--- src/rtl/branch_ctrl_pkg.sv ---
// Shared decode constants, PC/forwarding select encodings and FSM state type
// for the ID-stage branch sequencer.
package branch_ctrl_pkg;

   localparam logic [5:0] OP_SPECIAL = 6'h00;
   localparam logic [5:0] OP_REGIMM  = 6'h01;
   localparam logic [5:0] OP_J       = 6'h02;
   localparam logic [5:0] OP_JAL     = 6'h03;
   localparam logic [5:0] OP_BEQ     = 6'h04;
   localparam logic [5:0] OP_BNE     = 6'h05;

   localparam logic [5:0] FN_JR      = 6'h08;
   localparam logic [5:0] FN_JALR    = 6'h09;
   localparam logic [5:0] FN_TEQ     = 6'h34;

   localparam logic [4:0] RT_BGEZ    = 5'h01;

   localparam logic [1:0] PCSEL_SEQ  = 2'b00;
   localparam logic [1:0] PCSEL_TGT  = 2'b01;
   localparam logic [1:0] PCSEL_EXC  = 2'b10;
   localparam logic [1:0] PCSEL_REG  = 2'b11;

   localparam logic [1:0] FWD_RF     = 2'b00;
   localparam logic [1:0] FWD_MEM    = 2'b01;
   localparam logic [1:0] FWD_WB     = 2'b10;

   typedef enum logic [1:0] {
      ST_RUN   = 2'd0,
      ST_STALL = 2'd1,
      ST_EXC   = 2'd2
   } state_e;

   typedef struct packed {
      logic is_br;
      logic use_rs;
      logic use_rt;
      logic jump;
      logic reg_tgt;
   } br_dec_t;

   function automatic br_dec_t decode_br(input logic [5:0] op,
                                         input logic [5:0] func,
                                         input logic [4:0] rt);
      br_dec_t d;
      d = '0;
      case (op)
         OP_BEQ, OP_BNE: begin
            d.is_br  = 1'b1;
            d.use_rs = 1'b1;
            d.use_rt = 1'b1;
         end
         OP_REGIMM: begin
            if (rt == RT_BGEZ) begin
               d.is_br  = 1'b1;
               d.use_rs = 1'b1;
            end
         end
         OP_J, OP_JAL: begin
            d.is_br = 1'b1;
            d.jump  = 1'b1;
         end
         OP_SPECIAL: begin
            case (func)
               FN_TEQ: begin
                  d.is_br  = 1'b1;
                  d.use_rs = 1'b1;
                  d.use_rt = 1'b1;
               end
               FN_JR, FN_JALR: begin
                  d.is_br   = 1'b1;
                  d.use_rs  = 1'b1;
                  d.jump    = 1'b1;
                  d.reg_tgt = 1'b1;
               end
               default: ;
            endcase
         end
         default: ;
      endcase
      return d;
   endfunction

endpackage

--- src/rtl/branch_hazard_detect.sv ---
// Combinational stall-length and comparator operand forwarding selection for
// the two ID source registers.
module branch_hazard_detect
   import branch_ctrl_pkg::*;
(
   input  logic [4:0] rs_i,
   input  logic [4:0] rt_i,
   input  logic       use_rs_i,
   input  logic       use_rt_i,
   input  logic       ex_regwrite_i,
   input  logic       ex_memread_i,
   input  logic [4:0] ex_rd_i,
   input  logic       mem_regwrite_i,
   input  logic       mem_memread_i,
   input  logic [4:0] mem_rd_i,
   input  logic       wb_regwrite_i,
   input  logic [4:0] wb_rd_i,
   output logic [1:0] stall_n_o,
   output logic [1:0] fwd_a_o,
   output logic [1:0] fwd_b_o
);

   logic [1:0] n_rs, n_rt;

   // An EX match always needs at least as long as a MEM load match, so it wins.
   function automatic logic [1:0] stall_len(input logic [4:0] src,
                                            input logic       ex_rw,
                                            input logic       ex_mr,
                                            input logic [4:0] ex_rd,
                                            input logic       mem_mr,
                                            input logic [4:0] mem_rd);
      logic [1:0] n;
      n = 2'd0;
      if (src != '0) begin
         if (ex_rw && (ex_rd == src))        n = ex_mr ? 2'd2 : 2'd1;
         else if (mem_mr && (mem_rd == src)) n = 2'd1;
      end
      return n;
   endfunction

   function automatic logic [1:0] fwd_sel(input logic [4:0] src,
                                          input logic       mem_rw,
                                          input logic       mem_mr,
                                          input logic [4:0] mem_rd,
                                          input logic       wb_rw,
                                          input logic [4:0] wb_rd);
      logic [1:0] f;
      f = FWD_RF;
      if (src != '0) begin
         if (mem_rw && !mem_mr && (mem_rd == src)) f = FWD_MEM;
         else if (wb_rw && (wb_rd == src))         f = FWD_WB;
      end
      return f;
   endfunction

   always_comb begin
      n_rs      = '0;
      n_rt      = '0;
      if (use_rs_i)
         n_rs = stall_len(rs_i, ex_regwrite_i, ex_memread_i, ex_rd_i, mem_memread_i, mem_rd_i);
      if (use_rt_i)
         n_rt = stall_len(rt_i, ex_regwrite_i, ex_memread_i, ex_rd_i, mem_memread_i, mem_rd_i);
      stall_n_o = (n_rs > n_rt) ? n_rs : n_rt;
      fwd_a_o   = fwd_sel(rs_i, mem_regwrite_i, mem_memread_i, mem_rd_i, wb_regwrite_i, wb_rd_i);
      fwd_b_o   = fwd_sel(rt_i, mem_regwrite_i, mem_memread_i, mem_rd_i, wb_regwrite_i, wb_rd_i);
   end

endmodule

--- src/rtl/branch_ctrl.sv ---
// ID-stage branch sequencer: stalls on comparator RAW hazards, drives PC
// select/flush from the taken flag and exceptions, counts resolved branches.
module branch_ctrl
   import branch_ctrl_pkg::*;
#(
   parameter int unsigned DELAY_SLOT = 0,
   parameter int unsigned EXC_FLUSH  = 2,
   parameter int unsigned CNT_W      = 32
) (
   input  logic             in_clk,
   input  logic             in_rst,
   input  logic             in_id_valid,
   input  logic [5:0]       in_id_op,
   input  logic [5:0]       in_id_func,
   input  logic [4:0]       in_id_rs,
   input  logic [4:0]       in_id_rt,
   input  logic             in_ex_regwrite,
   input  logic             in_ex_memread,
   input  logic [4:0]       in_ex_rd,
   input  logic             in_mem_regwrite,
   input  logic             in_mem_memread,
   input  logic [4:0]       in_mem_rd,
   input  logic             in_wb_regwrite,
   input  logic [4:0]       in_wb_rd,
   input  logic             in_branch,
   input  logic             in_exception,
   output logic             out_stall,
   output logic             out_flush,
   output logic [1:0]       out_pc_sel,
   output logic [1:0]       out_fwd_a,
   output logic [1:0]       out_fwd_b,
   output logic [CNT_W-1:0] out_br_cnt,
   output logic [CNT_W-1:0] out_taken_cnt
);

   localparam logic [2:0]       EXC_LOAD = 3'(EXC_FLUSH - 1);
   localparam logic [CNT_W-1:0] CNT_ONE  = {{(CNT_W-1){1'b0}}, 1'b1};

   state_e           state_q, state_d;
   logic [2:0]       cnt_q, cnt_d;
   logic [CNT_W-1:0] br_cnt_q, br_cnt_d;
   logic [CNT_W-1:0] taken_cnt_q, taken_cnt_d;

   br_dec_t          dec;
   logic [1:0]       stall_n;
   logic [1:0]       fwd_a, fwd_b;
   logic             stall_c, flush_c;
   logic [1:0]       pc_sel_c;

   assign dec = decode_br(in_id_op, in_id_func, in_id_rt);

   branch_hazard_detect u_hazard (
      .rs_i           (in_id_rs),
      .rt_i           (in_id_rt),
      .use_rs_i       (dec.use_rs),
      .use_rt_i       (dec.use_rt),
      .ex_regwrite_i  (in_ex_regwrite),
      .ex_memread_i   (in_ex_memread),
      .ex_rd_i        (in_ex_rd),
      .mem_regwrite_i (in_mem_regwrite),
      .mem_memread_i  (in_mem_memread),
      .mem_rd_i       (in_mem_rd),
      .wb_regwrite_i  (in_wb_regwrite),
      .wb_rd_i        (in_wb_rd),
      .stall_n_o      (stall_n),
      .fwd_a_o        (fwd_a),
      .fwd_b_o        (fwd_b)
   );

   always_comb begin
      state_d     = state_q;
      cnt_d       = cnt_q;
      br_cnt_d    = br_cnt_q;
      taken_cnt_d = taken_cnt_q;
      stall_c     = 1'b0;
      flush_c     = 1'b0;
      pc_sel_c    = PCSEL_SEQ;
      case (state_q)
         // STALL shares the RUN arm so an exception aborts a stall identically.
         ST_RUN, ST_STALL: begin
            if (in_exception) begin
               pc_sel_c = PCSEL_EXC;
               flush_c  = 1'b1;
               cnt_d    = EXC_LOAD;
               state_d  = (EXC_LOAD != '0) ? ST_EXC : ST_RUN;
            end else if (state_q == ST_STALL) begin
               stall_c = 1'b1;
               cnt_d   = cnt_q - 3'd1;
               if (cnt_q <= 3'd1) state_d = ST_RUN;
            end else if (in_id_valid && dec.is_br) begin
               if (stall_n != '0) begin
                  stall_c = 1'b1;
                  cnt_d   = {1'b0, stall_n} - 3'd1;
                  state_d = (stall_n > 2'd1) ? ST_STALL : ST_RUN;
               end else begin
                  if (br_cnt_q != '1) br_cnt_d = br_cnt_q + CNT_ONE;
                  if (in_branch || dec.jump) begin
                     if (taken_cnt_q != '1) taken_cnt_d = taken_cnt_q + CNT_ONE;
                     pc_sel_c = dec.reg_tgt ? PCSEL_REG : PCSEL_TGT;
                     flush_c  = (DELAY_SLOT == 0);
                  end
               end
            end
         end
         ST_EXC: begin
            flush_c = 1'b1;
            cnt_d   = cnt_q - 3'd1;
            if (cnt_q <= 3'd1) state_d = ST_RUN;
         end
         default: state_d = ST_RUN;
      endcase
   end

   always_ff @(posedge in_clk) begin
      if (!in_rst) begin
         state_q     <= ST_RUN;
         cnt_q       <= '0;
         br_cnt_q    <= '0;
         taken_cnt_q <= '0;
      end else begin
         state_q     <= state_d;
         cnt_q       <= cnt_d;
         br_cnt_q    <= br_cnt_d;
         taken_cnt_q <= taken_cnt_d;
      end
   end

   assign out_stall     = in_rst & stall_c;
   assign out_flush     = in_rst & flush_c;
   assign out_pc_sel    = in_rst ? pc_sel_c : PCSEL_SEQ;
   assign out_fwd_a     = in_rst ? fwd_a : FWD_RF;
   assign out_fwd_b     = in_rst ? fwd_b : FWD_RF;
   assign out_br_cnt    = in_rst ? br_cnt_q : '0;
   assign out_taken_cnt = in_rst ? taken_cnt_q : '0;

endmodule

--- config.mk ---
export PLATFORM = sky130hd
export DESIGN_NAME = branch_ctrl
export DESIGN_NICKNAME = d
export VERILOG_FILES = /design/src/rtl/branch_ctrl_pkg.sv /design/src/rtl/branch_hazard_detect.sv /design/src/rtl/branch_ctrl.sv
export SDC_FILE = /design/constraint.sdc
export NUM_CORES = 1
export LEC_CHECK = 0
export ABC_AREA = 1
export CAP_MARGIN = 20
export CORE_UTILIZATION = 30
export DETAILED_ROUTE_END_ITERATION = 10
export PLACE_DENSITY = 0.52
export SETUP_SLACK_MARGIN = 0.1
export SLEW_MARGIN = 10
export SYNTH_ARGS = -nofsm -noshare
export SYNTH_HDL_FRONTEND = slang
export SYNTH_SLANG_ARGS = --single-unit
--- constraint.sdc ---
create_clock -name in_clk -period 8.7 [get_ports in_clk]
set_input_delay 0.87 -clock in_clk [delete_from_list [all_inputs] [get_ports in_clk]]
set_output_delay 0.87 -clock in_clk [all_outputs]
set_load 0.05 [all_outputs]
==> qor_table.md <==
| Group | Item | This run |
| --- | --- | --- |
| run status | Status | complete, but fails checks |
| run status | Violations in the final reports | design-rule violations |
| die | Total die area | 19,100 µm² |
| yosys | Register area share after synthesis | 24.8% |
| clock network | Resized Gates After CTS | 0 |
| setup path | Crit path to | out_flush |
| sta | Worst slack on hold paths | 483 ps |
| grt | First-pass GRT wire length | 27.5 mm |
| yosys | Average instance area after synthesis | 5.87 µm² |
| die | Row count | 49 |
| setup path | Reg2Reg Depth | 11 |
| setup path | Crit path arrival time | 4680 ps |
| setup path | Critical path launch point | in_id_rs[2] |
| cells and area | Fin util | 39.5% |
| clock network | Clock buffers created by TritonCTS | 9 |
| setup path | Register-to-register setup slack | 5850 ps |
| sta | Slew Viols, Final | 0 |
| placement | Gpl congestion | 0.909 |
| yosys | Count of different cell masters after synthesis | 43 |
| yosys | Top area cells in the synthesized netlist | dfxtp_1, nand2_1, inv_1 |
| setup path | Endpoint required time on the critical path | 7830 ps |
| pwr | Clock power share | 47.8% |
| sta | Number of endpoints with negative hold slack in the final report | 0 |
| placement | Instance area after placement | 6850 µm² |
| setup path | Worst Setup Start Kind | input pin |
| pwr | Flop pwr share | 41.2% |
| cells and area | Filler Cell Count | 2,003 |
| clock network | Number of buffers inserted for hold repair after clock tree synthesis | 0 |
| clock network | Latest clock arrival within the worst-skew pair | 340 ps |
| setup path | Critical path capture point type | output port |
| die | Die width | 138 µm |
| pwr | Part of the total power dissipated in combinational logic | 11.0% |
| setup path | Cells along the critical path | clkdlybuf4s50_1 > inv_1 > nand2_1 > nand2_1 > nor3_1 > nand4_1 > nor2_1 > inv_1 > ha_1 > nor2_1 > o22ai_1 > o21bai_1 > nand2_1 > ha_1 > inv_1 > nor2_1 > nand3_1 > a211oi_1 > clkdlybuf4s50_1 |
| die | Core box area | 18,100 µm² |
| placement | Worst setup slack after placement | 3180 ps |
| yosys | Share of Yosys cell area claimed by the top area cell type | 24.8% |
| grt | Total global routing track utilization | 17.6% |
| sta | Worst Tran Pin Value | 853 ps |
| pwr | Internal cell power | 0.000583 W |
| sta | Tcrit/Tclk final | 63.8% |
| cells and area | Multi-input gate area | 3440 µm² |
| cells and area | Nets | 1,102 |
| drt | Number of nets still failing antenna checks after routing | 0 |
| hold path | Hold WC Path Type | reg2reg |
| setup path | Worst path buffer plus inverter count | 5 |
| setup path | Delay of the slowest cell on the worst path | 870 ps |
| yosys | Yosys reg bits | 69 |
| yosys | Mapped Nets | 1,003 |
| grt | Largest net degree at the start of global routing | 82 |
| placement | DP Wirelength | 12.4 mm |
| setup path | Delay-heaviest family, CP | buffers and inverters |
| cells and area | Post-route standard cell area excluding fillers | 7150 µm² |
| yosys | Synthesized area | 5560 µm² |
| clock network | Sink Count | 69 |
| setup path | Worst reg2reg path endpoint | taken_cnt_q[2]$_SDFFE_PN0P_ |
| drt | Total wire length after detailed routing | 16.4 mm |
| pwr | Net switching fraction of the power | 25.0% |
| grt | Gr ovfl total | 0 |
| die | Vertical die dimension | 138 µm |
| sta | Unrepaired setup endpoints after global routing | false |
| drt | DRC errors left | 20 |
| flow run | Number of max-capacitance violations reported | 0 |
| setup path | Worst reg2reg path startpoint | taken_cnt_q[0]$_SDFFE_PN0P_ |
| yosys | Yosys warning count | 0 |
| clock network | Level count of the clock H-tree | 3 |
| die | Starting density of the core | 30.7% |
| setup path | Cell with the biggest individual delay on the critical path | clkdlybuf4s50_1 |
| drt | Detailed-routing iteration count for the pre-antenna-repair pass | 8 |
| die | Top-level I/O count | 119 |
| cells and area | Layout cell share with drive strength beyond 1 | 3.71% |
| grt | Vias in the first global route | 5,559 |
| drt | Drt wl/cell | 12.8 µm |
| sta | Post-route minimum period | 5550 ps |
| pwr | Worst IR Drop VDD | 52.4 µV |
| pwr | Power density normalized to cell area | 109 nW/µm² |
| grt | Antenna violations before repair | 0 |
| sta | Setup TNS | 0 ps |
| cells and area | Area occupied by registers | 1380 µm² |
| setup path | Setup Crit Path Kind | in2out |
| sta | Post-route clock skew | 5.12 ps |
| sta | Rel. slew slack | 43.0% |
| drt | Initial drt markers | 368 |
| setup path | Critical path fanouts, max | 5 |
| drt | Vias per std cell | 4.64 |
| sta | Max Clock Freq | 180 MHz |
| clock network | Library cell used as clock root buffer | clkbuf_16 |
| clock network | Clock Pin Slew Worst Setup and Hold Paths | 60 ps |
| yosys | Cell taking the most area after synthesis | dfxtp_1 |
| pwr | Net switching power figure | 0.000194 W |
| drt | Via count | 5,949 |
| pwr | Static leakage | 3.14 nW |
| cells and area | Synthesis-to-finish area growth | 28.5% |
| clock network | Deepest clock path buffer count | 2 |
| setup path | Worst path depth | 19 |
| sta | Number of endpoints failing setup at the final stage | 0 |
| clock network | Number of buffers inserted by post-CTS setup repair | 0 |
| placement | Number of I/O port buffers | 118 |
| yosys | Gate count after technology mapping | 948 |
| sta | Min setup slack post-route | 3150 ps |
| cells and area | Inserted Diodes | 0 |
| clock network | Clock tree from TritonCTS | done |
cell usage after synthesis (all sizes together):
library cell / count
nor4: 16
nor3b: 1
o21bai: 1
xnor2: 20
nand4: 19
nor3: 38
o22ai: 1
clkbuf: 20
nand3b: 1
clkinv: 2
inv: 143
nand3: 36
nand2b: 1
ha: 8
or2: 2
buf: 12
o21ai: 18
a211oi: 3
and3: 1
o221ai: 2
xor2: 38
a21oi: 77
nor2: 98
dfxtp: 69
nand2: 319
a221oi: 1
a31oi: 1
worst reg2reg max path: stages, from the launching register on:
cell and delay, ps:
dfxtp_1 350, ha_1 270, nand2_2 140, nor3_4 80, nand3_4 110, nor2_4 50
nand2_1 70, nand3_2 80, nor2_4 680, clkinv_2 580, o21ai_0 300, nor2_1 50
worst min path at each step:
stage | cells after the start | slack, ps | from | endpoint
2_1_floorplan | 2 | 450 | taken_cnt_q[31]$_SDFFE_PN0P_ | taken_cnt_q[31]$_SDFFE_PN0P_
3_3_place_gp | 2 | 480 | taken_cnt_q[31]$_SDFFE_PN0P_ | taken_cnt_q[31]$_SDFFE_PN0P_
3_5_place_dp | 2 | 480 | taken_cnt_q[31]$_SDFFE_PN0P_ | taken_cnt_q[31]$_SDFFE_PN0P_
4_1_cts | 2 | 490 | taken_cnt_q[31]$_SDFFE_PN0P_ | taken_cnt_q[31]$_SDFFE_PN0P_
5_1_grt | 2 | 520 | taken_cnt_q[31]$_SDFFE_PN0P_ | taken_cnt_q[31]$_SDFFE_PN0P_
6_report | 2 | 480 | taken_cnt_q[31]$_SDFFE_PN0P_ | taken_cnt_q[31]$_SDFFE_PN0P_
layout make-up:
cell class / count / area share (%)
multi-input cells: 702 / 48.2
flip-flops and latches: 69 / 19.3
repair buffers: 120 / 16.7
inverters: 145 / 7.70
well taps: 229 / 4.01
clock buffers: 12 / 3.45
clock inverters: 4 / 0.665
power by group through the flow:
stage | registers [W] | clock network, W | logic [W]
after floorplan | 0.000327 | 0 | 0.0000478
after global placement | 0.000327 | 0 | 0.0000869
after detailed placement | 0.000327 | 0 | 0.0000856
after CTS | 0.000320 | 0.000378 | 0.0000859
after global routing | 0.000320 | 0.000393 | 0.0000955
final | 0.000320 | 0.000372 | 0.0000854
flip-flops by register name, summed over array words and instances (netlist names):
register / flops
taken_cnt_q: 32
cnt_q: 3
br_cnt_q: 32
state_q: 2
logic make-up after synthesis:
kind of cell	Yosys count	share of synthesized area, %
AND/OR/NAND/NOR	532	41.0
buffers and inverters	177	13.3
flip-flops	69	24.8
XOR/XNOR	58	9.14
AO/OA/AOI/OAI	104	9.92
adder cells (fa/ha/maj)	8	1.80
per-layer routing:
metal	share of wire [%]	vias up	global-route usage, %
met2	43	126	27.7
met1	51	2632	24.2
met4	1.7	0	6.15
met5	0	-	0
met3	3.9	21	2.94
li1	-	3170	-
cells in the final DEF, fill, tap and decap left out, drive strengths merged, types with 2 or more instances in the layout:
master	synthesis	layout
nand2	319	319
inv	143	143
clkdlybuf4s50	0	117
nor2	98	98
a21oi	77	77
dfxtp	69	69
xor2	38	38
nor3	38	38
nand3	36	36
xnor2	20	20
nand4	19	19
o21ai	18	18
nor4	16	16
clkbuf	20	12
ha	8	8
clkinv	2	4
a211oi	3	3
buf	12	3
o221ai	2	2
or2	2	2
stage by stage:
| step | cells | power [W] |
|---|---|---|
| after global placement | 1265 | 0.000414 |
| after CTS | 1281 | 0.000784 |
| final | 1281 | 0.000777 |
| after detailed placement | 1265 | 0.000413 |
| after global routing | 1281 | 0.000808 |
| after floorplan | 948 | 0.000374 |
Note: power is estimated with default switching activity, not from simulation.
